--- config.mk ---
export PLATFORM = sky130hd
export DESIGN_NAME = vx_pipe_adder_tree
export DESIGN_NICKNAME = d
export VERILOG_FILES = /design/src/rtl/vx_pipe_adder_tree.sv
export SDC_FILE = /design/constraint.sdc
export NUM_CORES = 1
export LEC_CHECK = 0
export ABC_AREA = 1
export ABC_CLOCK_PERIOD_IN_PS = 6200
export BUFFER_PORTS_ARGS = -buffer_cell sky130_fd_sc_hd__buf_4
export CORE_UTILIZATION = 52
export DETAILED_ROUTE_END_ITERATION = 10
export GPL_TIMING_DRIVEN = 0
export PLACE_DENSITY = 0.75
export SLEW_MARGIN = 5
export SYNTH_ARGS = -nofsm -noshare
export SYNTH_HDL_FRONTEND = slang
export SYNTH_SLANG_ARGS = --single-unit
--- constraint.sdc ---
create_clock -name clk -period 6.2 [get_ports clk]
set_input_delay 1.55 -clock clk [delete_from_list [all_inputs] [get_ports clk]]
set_output_delay 1.55 -clock clk [all_outputs]
set_load 0.01 [all_outputs]
--- src/rtl/vx_pipe_adder_tree.sv ---
// vx_pipe_adder_tree
// Pipelined, handshaked reduction tree for the convolution unit. Each beat
// carries N lanes of DATAW bits. The block masks the lanes, extends them
// (signed or unsigned) and sums them through LEVELS registered adder levels.
// In ACCUM mode it folds successive tree sums into an accumulator until a
// beat marked with last arrives.
//
// Ports:
//   clk        sole clock, rising edge
//   reset      asynchronous, active-high
//   valid_in   input beat valid
//   ready_in   block accepts a beat this cycle (combinational, = !stall)
//   data_in    N*DATAW flat lanes, lane i at [(i+1)*DATAW-1 : i*DATAW]
//   mask_in    per-lane enable, 0 = lane reads as zero
//   last_in    closes an accumulation group (ACCUM=1 only)
//   valid_out  dout/beats_out valid
//   ready_out  consumer accepts dout
//   dout       RESW-bit sum
//   beats_out  number of beats folded into dout, saturating at 0xFFFF
module vx_pipe_adder_tree #(
  parameter int N        = 4,
  parameter int DATAW    = 8,
  parameter int SIGNED   = 1,
  parameter int ACCUM    = 0,
  parameter int ACC_BITS = 8,
  localparam int LEVELS  = $clog2(N),
  localparam int OUTW    = DATAW + LEVELS,
  localparam int RESW    = (ACCUM != 0) ? OUTW + ACC_BITS : OUTW
) (
  input  logic                 clk,
  input  logic                 reset,
  input  logic                 valid_in,
  output logic                 ready_in,
  input  logic [N*DATAW-1:0]   data_in,
  input  logic [N-1:0]         mask_in,
  input  logic                 last_in,
  output logic                 valid_out,
  input  logic                 ready_out,
  output logic [RESW-1:0]      dout,
  output logic [15:0]          beats_out
);

  // The tree is stored heap-style: node j has children 2j and 2j+1, leaves
  // sit at NP..2*NP-1 and the root is node 1. Each node is one register, so
  // every tree level is a pipeline stage. Leaves beyond N are held at zero.
  localparam int NP = 1 << LEVELS;

  logic [OUTW-1:0]  leaf   [NP];
  logic [OUTW-1:0]  node_q [1:2*NP-1];
  logic [LEVELS:0]  vld_q;
  logic [LEVELS:0]  last_q;
  logic [RESW-1:0]  acc_q;
  logic [RESW-1:0]  root_ext;
  logic [RESW-1:0]  acc_sum;
  logic [15:0]      cnt_q;
  logic [15:0]      cnt_inc;
  logic             stall;

  assign stall    = valid_out && !ready_out;
  assign ready_in = !stall;

  always_comb begin
    for (int i = 0; i < NP; i++) begin
      leaf[i] = '0;
    end
    for (int i = 0; i < N; i++) begin
      logic [DATAW-1:0] lane;
      lane = data_in[i*DATAW +: DATAW] & {DATAW{mask_in[i]}};
      if (SIGNED != 0) begin
        leaf[i] = OUTW'($signed(lane));
      end else begin
        leaf[i] = OUTW'(lane);
      end
    end
  end

  always_comb begin
    if (SIGNED != 0) begin
      root_ext = RESW'($signed(node_q[1]));
    end else begin
      root_ext = RESW'(node_q[1]);
    end
  end

  assign acc_sum = acc_q + root_ext;
  assign cnt_inc = (cnt_q == 16'hFFFF) ? cnt_q : cnt_q + 16'd1;

  always_ff @(posedge clk or posedge reset) begin
    if (reset) begin
      for (int j = 1; j < 2*NP; j++) begin
        node_q[j] <= '0;
      end
      vld_q     <= '0;
      last_q    <= '0;
      acc_q     <= '0;
      cnt_q     <= '0;
      valid_out <= 1'b0;
      dout      <= '0;
      beats_out <= '0;
    end else if (!stall) begin
      // Data registers advance with bubbles too; only the valid bits matter.
      for (int i = 0; i < NP; i++) begin
        node_q[NP+i] <= leaf[i];
      end
      for (int j = 1; j < NP; j++) begin
        node_q[j] <= node_q[2*j] + node_q[2*j+1];
      end
      vld_q  <= {vld_q[LEVELS-1:0], valid_in};
      last_q <= {last_q[LEVELS-1:0], last_in};

      if (vld_q[LEVELS]) begin
        if (ACCUM == 0) begin
          dout      <= root_ext;
          beats_out <= 16'd1;
          valid_out <= 1'b1;
        end else if (last_q[LEVELS]) begin
          dout      <= acc_sum;
          beats_out <= cnt_inc;
          valid_out <= 1'b1;
          acc_q     <= '0;
          cnt_q     <= '0;
        end else begin
          acc_q     <= acc_sum;
          cnt_q     <= cnt_inc;
          valid_out <= 1'b0;
        end
      end else begin
        // Not stalled means the held result was consumed (or none was held).
        valid_out <= 1'b0;
      end
    end
  end

endmodule

# Yosys cells after proc, flatten, opt, wreduce, memory -nomap -nowiden
# Index checks and enable logic that the tools add are counted.
dict set report classes {
  addsub 3
  multipliers 0
  div 0
  magnitude_cmp 0
  n_eq_ne 0
  n_shift 0
  mux 1
  bitwise_logic 5
  reduce_logical 4
}
# op count
set op_table {}
lappend op_table {{AND 8 bit} 4}
lappend op_table {{adder 8 x 8 -> 9 bit} 2}
lappend op_table {{adder 10 bit} 1}
lappend op_table {{zero test 1 bit} 2}
lappend op_table {{AND reduction 2 bit} 1}
lappend op_table {{logical AND 1 bit} 1}
lappend op_table {{two-way mux 1 bit} 1}
lappend op_table {{inverter 1 bit} 1}
dict set report word_totals {
  ff_bits 77
  latch_bits 0
  mem_bits_rw 0
  romBits 0
  inputBits 41
  memories 0
}

# Depth between registers and ports, before layout
# Gate-level depths: netlist (run 1).
dict set report depth {
  depth_word 4
  ltp_mapped 11
  ltp_nobuf 11
}

# Worst setup path after synthesis (run 1)
# OpenSTA, ideal clock, no wires.
dict set report synth_timing {
  kind {input port to output port}
  start {input port ready_out}
  end {output port ready_in}
  arrival_ns 1.939
  required_time_ns 4.650
  path_slack_ns 2.711
  stages 3
  n_path_buf 1
  cell_sequence {nor2_4 -> inv_6 -> buf_2}
}
dict set report synth_via {
  elab_chain_cells 3
}
# element line_no
set synth_lines {}
lappend synth_lines {{start, declared} 38} ;# input logic ready_out,
lappend synth_lines {{zero test 1 bit} 59} ;# assign stall = valid_out && !ready_out;
lappend synth_lines {{logical AND 1 bit} 59}
lappend synth_lines {{zero test 1 bit} --}
lappend synth_lines {{end, declared} 33} ;# output logic ready_in,
# Every way passes these cells.

# Worst setup path in the final report (run 1)
# Ends and elaborated chain as after synthesis.

==> results of run 1 <==
routing by layer:
metal	vias to the layer above	routed length, um
met1	1544	3730
li1	1727	-
met4	0	140
met3	19	284
met5	-	0
met2	81	3950
critical path, cell delays in order:
cell	delay (ns)
buf_4	0.12
nor2_4	0.22
inv_6	0.09
buf_2	0.22
buf_4	0.17
power groups by stage:
stage	registers (W)	clock network (W)	logic [W]
global route	0.000789	0.000490	0.00106
global placement	0.000770	0	0.000883
floorplan	0.000768	0	0.000663
detailed placement	0.000778	0	0.000907
finish	0.000768	0.000457	0.000915
CTS	0.000770	0.000468	0.000919
cells in the mapped netlist, types with 2 or more instances:
| cell type | number | area [um2] |
|---|---|---|
| xnor2_1 | 2 | 17.5 |
| nor2_1 | 19 | 71.3 |
| or2_2 | 2 | 12.5 |
| nand3b_1 | 3 | 22.5 |
| inv_1 | 28 | 105 |
| nand2_1 | 197 | 739 |
| a21o_1 | 2 | 15.0 |
| clkbuf_1 | 5 | 18.8 |
| a21oi_1 | 15 | 75.1 |
| fa_1 | 3 | 60.1 |
| o21a_1 | 3 | 22.5 |
| nand3_1 | 27 | 135 |
| buf_4 | 22 | 165 |
| o21ai_0 | 49 | 245 |
| o22ai_1 | 3 | 18.8 |
| mux2_2 | 5 | 56.3 |
| dfrtp_1 | 75 | 1880 |
| ha_1 | 25 | 313 |
| buf_1 | 4 | 15.0 |
cell families (layout without fill, tap and decap cells):
group	Yosys count	after routing	synth area share, %
flops	75	75	46.1
other cells	1	15	0.0921
fa+ha+maj	28	28	9.16
buf+inv	62	127	8.08
mux	6	6	1.75
compound gates	74	74	9.59
xor+xnor	2	2	0.430
simple gates	251	251	24.8
layout make-up:
class,count,share of cell area [%]
Tap cell,99,2.54
Clock inverter,4,2.00
Clock buffer,12,2.98
Sequential cell,75,38.5
Timing Repair Buffer,49,7.80
Multi-Input combinational cell,376,39.4
Inverter,29,2.39
Buffer,33,4.42
registers in the layout, summed over array words and instances (netlist names):
register	flops
node_q	50
valid_out	1
vld_q	3
beats_out	1
dout	10
root_ext	10
per-stage QoR:
step / power, W / instance area, um2 / cells / worst slack [ns] / util (%)
2_1_floorplan: 0.00143 / 4120 / 513 / 2.71 / -
3_3_place_gp: 0.00165 / 4610 / 660 / 1.91 / 62.2
3_5_place_dp: 0.00168 / 4630 / 661 / 2.28 / 62.5
4_1_cts: 0.00216 / 4870 / 677 / 2.28 / 65.8
5_1_grt: 0.00234 / 4870 / 677 / 2.25 / 65.8
6_report: 0.00214 / 4870 / 677 / 2.28 / 65.8
final timing paths:
kind,start,endpoint
min in group asynchronous,reset,node_q[0]
max in group asynchronous,reset,node_q[58]
min reg2reg,beats_out[0],beats_out[0]
max,ready_out,ready_in
max reg2reg,node_q[40],root_ext[8]
min,beats_out[0],beats_out[0]
==> qor.csv, run 1 <==
metric,value,unit
R2R setup slack,4.35,ns
Clock power frac,21.4,%
Hold Crit Class,reg2reg,
"Setup violations, final",0,
PD cells,439,nW/um2
met2 global-route usage,39.6,%
Leak Pwr,2.59,nW
DRC errors left,0,
Post-DP HPWL,6.05,mm
first-pass GRT wire length,14.8,mm
Switching Fraction,37.9,%
Final Slew Violations,0,
Max Clk Rate,255,MHz
skew final,0.00953,ns
fin crit period,3.92,ns
Internal,0.00133,W
Logic pwr share,42.8,%
final net count,642,
drt pass-1 iters,4,
Total Wirelength,8.10,mm
Seq pwr share,35.9,%
clk_lat worst skew,0.35,ns
core box area,7410,um2
Yosys warnings,0,
largest net degree at the start of global routing,45,
CP arrival,2.37,ns
initial antenna violation count,0,
Final ANT Viol Nets,0,
chip height,90.5,um
floorplan row count,31,
I/O pin count,69,
Area Overhead vs Synth,19.7,%
post_cts resized,0,
Psw,0.000810,W
DRT iter0 DRCs,153,
most frequent cells in the layout,"197 x nand2_1, 75 x dfrtp_1, 70 x buf_4",
Post-CTS Setup Inserts,0,
gr ovfl total,0,
fillcell total,642,
routability cong.,0.820,
worst path required time,4.65,ns
worst-case hold slack,0.462,ns
"FF+latch count, synth",75,
Syn Inst Count,499,
FF-to-FF path depth,11,
gr usage total,22.6,%
"Period Utilization, post-route",63.2,%
"FFs w/ async S/R, synth",100,%
Max-slew headroom,65.8,%
outcome,"finished, final reports clean",
Reg area,1880,um2
startpoint types,input pin,
H-tree depth,3,
footprint of the multi-input gates,1920,um2
via count,3371,
vias in the first global route,3422,
Root Driver,clkbuf_8,
Setup crit end kind,output pin,
post-synth cell types,29,
setup TNS,0,ns
M3 GR Usage,4.88,%
post-DR wirelength/cell,12.0,um
Mapped Area,4070,um2
M1 GR Usage,27.4,%
"commonest non-fill, non-tap cell in the layout",nand2_1,
TritonCTS clock tree,built,
crit path kind,in2out,
Max Buffers Root-to-Sink,2,
Die Width,90.5,um
hold buffers post-CTS,0,
number of max-cap violations,0,
Main synth FF type,dfrtp_1,
sequential area share after synthesis,46.1,%
RSZ-0062 raised after global routing,false,
GRT Max-Usage Layer,met2,
layout cells sized above 1,17.3,%
"EDFF count, synth",0,
average cell area after synthesis,8.16,um2
Starting Density,55.0,%
IO Port Bufs,48,
Vias per Instance,4.98,
die area,8190,um2
"critical path fanouts, max",10,
total CTS buffers,9,
Final Hold Fails,0,
Max VDD drop,0.173,mV
worst slew pin tran,0.513,ns
"Reg clk slew, reported paths",0.07,ns
hold path cells,2,
ANT cells,0,
Clock Sinks,75,
Power figures use the tool's default switching activity.
==> inputs of run 2 (changes only) <==
--- a/config.mk
+++ b/config.mk
@@ -5,8 +5,8 @@
 export SDC_FILE = /design/constraint.sdc
 export NUM_CORES = 1
 export LEC_CHECK = 0
-export ABC_AREA = 1
-export ABC_CLOCK_PERIOD_IN_PS = 6200
+export ABC_AREA = 0
+export ABC_CLOCK_PERIOD_IN_PS = 4100
 export BUFFER_PORTS_ARGS = -buffer_cell sky130_fd_sc_hd__buf_4
 export CORE_UTILIZATION = 52
 export DETAILED_ROUTE_END_ITERATION = 10
==> constraint.sdc (replaced) <==
create_clock -name clk -period 4.1 [get_ports clk]
set_input_delay 1.025 -clock clk [delete_from_list [all_inputs] [get_ports clk]]
set_output_delay 1.025 -clock clk [all_outputs]
set_load 0.01 [all_outputs]
==> qor.csv, run 2 <==
metric,value,unit
outcome,"finished, final reports clean",
Leak Pwr,2.37,nW
Psw,0.00114,W
Worst Min Path Start,node_q[24],
worst-case hold slack,0.480,ns
Max Clk Rate,286,MHz
Yosys top cell area share,48.1,%
total CTS buffers,9,
Seq pwr share,37.6,%
Mapped Area,3900,um2
mux cell area share after synthesis,2.89,%
Logic pwr share,43.0,%
hold path cells,2,
initial antenna violation count,0,
post-synth cell types,39,
DRT iter0 DRCs,105,
Max-slew headroom,62.3,%
Hold Crit Class,reg2reg,
Max Buffers Root-to-Sink,2,
worst path required time,3.07,ns
die area,7850,um2
CP max stage cell,buf_1,
"EDFF count, synth",0,
post-DR wirelength/cell,13.3,um
Post-CTS Setup Inserts,0,
I/O pin count,69,
H-tree depth,3,
Clock power frac,19.4,%
buffers and inverters on the worst path,5,
Root Driver,clkbuf_8,
post_cts resized,0,
gr usage total,23.0,%
FF-to-FF path depth,8,
"Setup violations, final",0,
vias in the first global route,3003,
ANT cells,0,
Vias per Instance,5.17,
worst slew pin tran,0.566,ns
chip height,88.6,um
Starting Density,53.8,%
first-pass GRT wire length,13.6,mm
IO Port Bufs,48,
main combinational cell family by area after synthesis,simple AND/OR/NAND/NOR gates,
gr ovfl total,0,
Yosys warnings,0,
sequential area share after synthesis,48.1,%
routability cong.,0.840,
DRC errors left,0,
crit-path cells,buf_4 -> nor2b_1 -> inv_1 -> clkbuf_1 -> buf_1 -> buf_4,
most frequent cells in the layout,"108 x nand2_1, 75 x dfrtp_1, 63 x buf_4",
Final Hold Fails,0,
"Reg clk slew, reported paths",0.07,ns
average cell area after synthesis,9.33,um2
"Period Utilization, post-route",85.4,%
Syn Inst Count,418,
Setup WS pre-CTS,0.607,ns
startpoint types,input pin,
Setup crit end kind,output pin,
Main synth FF type,dfrtp_1,
skew final,0.00462,ns
"FFs w/ async S/R, synth",100,%
via count,3080,
Post-synth top cells,"108 x nand2_1, 75 x dfrtp_1, 34 x nand3_1",
Synth area leader,dfrtp_1,
setup TNS,0,ns
Switching Fraction,36.9,%
CP arrival,2.48,ns
Post-DP HPWL,5.88,mm
post-synthesis compound-gate area fraction,12.0,%
CP startpoint,ready_out,
crit path kind,in2out,
number of max-cap violations,0,
Final Slew Violations,0,
Total Wirelength,7.92,mm
clk_lat worst skew,0.35,ns
TritonCTS clock tree,built,
"commonest non-fill, non-tap cell in the layout",nand2_1,
Max VDD drop,0.257,mV
"FF+latch count, synth",75,
Area Overhead vs Synth,20.0,%
"critical path fanouts, max",10,
Clock Sinks,75,
"Most flops, register",node_q,
Critical Path Most Common Cell,buf_4,
Die Width,88.6,um
post-synthesis simple-gate area fraction,18.7,%
RSZ-0062 raised after global routing,false,
hold buffers post-CTS,0,
drt pass-1 iters,4,
final worst slack,0.599,ns
fin crit period,3.50,ns
XOR/XNOR Fraction of Synth Area,2.47,%
total power,0.00310,W
slowest cell delay on critical path,0.50,ns
reg-to-reg critical path startpoint,node_q[40],
Crit. path cell count,6,
core box area,7250,um2
Largest register FFs,50,
area share of fa/ha/maj cells after synthesis,9.56,%
family with the most delay on the worst path,buffers and inverters,
Synth area leaders,"dfrtp_1 48%, nand2_1 10%, ha_1 8.0%",
layout cells sized above 1,19.3,%
largest net degree at the start of global routing,53,
Internal,0.00195,W
final net count,561,
Final ANT Viol Nets,0,
floorplan row count,31,
most common cell in the netlist,nand2_1,
PD cells,662,nW/um2
run 2: cell count changes in the layout (fill, tap and decap cells not counted), moves of 5 or more:
cell,change
o21ai_0,-18
nor2_1,-7
inv_1,-15
nand2_1,-89
nand3_1,+7
o211ai_1,+8
mux2_2,+5
xor2_1,+5
a211oi_1,+7
buf_4,-7
run 2: power by group through the flow:
stage | Sequential, W | Combinational [W] | Clock [W]
after floorplan | 0.00116 | 0.000951 | 0
after global placement | 0.00117 | 0.00126 | 0
after detailed placement | 0.00118 | 0.00132 | 0
after CTS | 0.00117 | 0.00133 | 0.000611
after global routing | 0.00120 | 0.00152 | 0.000646
final | 0.00116 | 0.00133 | 0.000599
run 2: final cells by class:
cell class | count | area [um2]
Buffer | 34 | 188
Fill cell | 648 | 2570
Clock inverter | 4 | 47.5
Tap cell | 99 | 124
Timing Repair Buffer | 49 | 388
Multi-Input combinational cell | 310 | 1840
Clock buffer | 12 | 165
Sequential cell | 75 | 1880
Inverter | 13 | 51.3
run 2: layer usage:
metal | vias to the layer above | wire length, um | GRT usage (%)
met5 | - | 0 | 0
met4 | 0 | 101 | 7.33
met3 | 7 | 314 | 5.60
met2 | 75 | 3860 | 38.0
met1 | 1455 | 3640 | 29.9
li1 | 1543 | - | -
run 2: logic make-up after synthesis:
| family | Yosys count |
|---|---|
| muxes | 10 |
| AOI/OAI and AO/OA | 76 |
| adders and majority gates | 28 |
| DFF | 75 |
| and+or+nand+nor | 170 |
| other | 1 |
| buffers and inverters | 47 |
| xor gates and xnor gates | 11 |
run 2: worst paths after layout:
kind | slack [ns] | endpoint
min in group asynchronous | 0.63 | beats_out[0]
max | 0.60 | ready_in
max reg2reg | 1.96 | root_ext[6]
max in group asynchronous | 2.92 | node_q[36]
min | 0.48 | node_q[24]
min reg2reg | 0.48 | node_q[24]
run 2: worst min-delay path, cell delays in order (launching register included):
cell	delay [ns]
dfrtp_1	0.35
nand2_1	0.05
nand2_1	0.05
run 2: metrics by stage:
stage / instance area [um2] / util (%) / cells
after floorplan: 3950 / - / 432
after global routing: 4680 / 64.5 / 596
final: 4680 / 64.5 / 596
after global placement: 4440 / 61.2 / 579
after CTS: 4680 / 64.5 / 596
after detailed placement: 4470 / 61.6 / 580
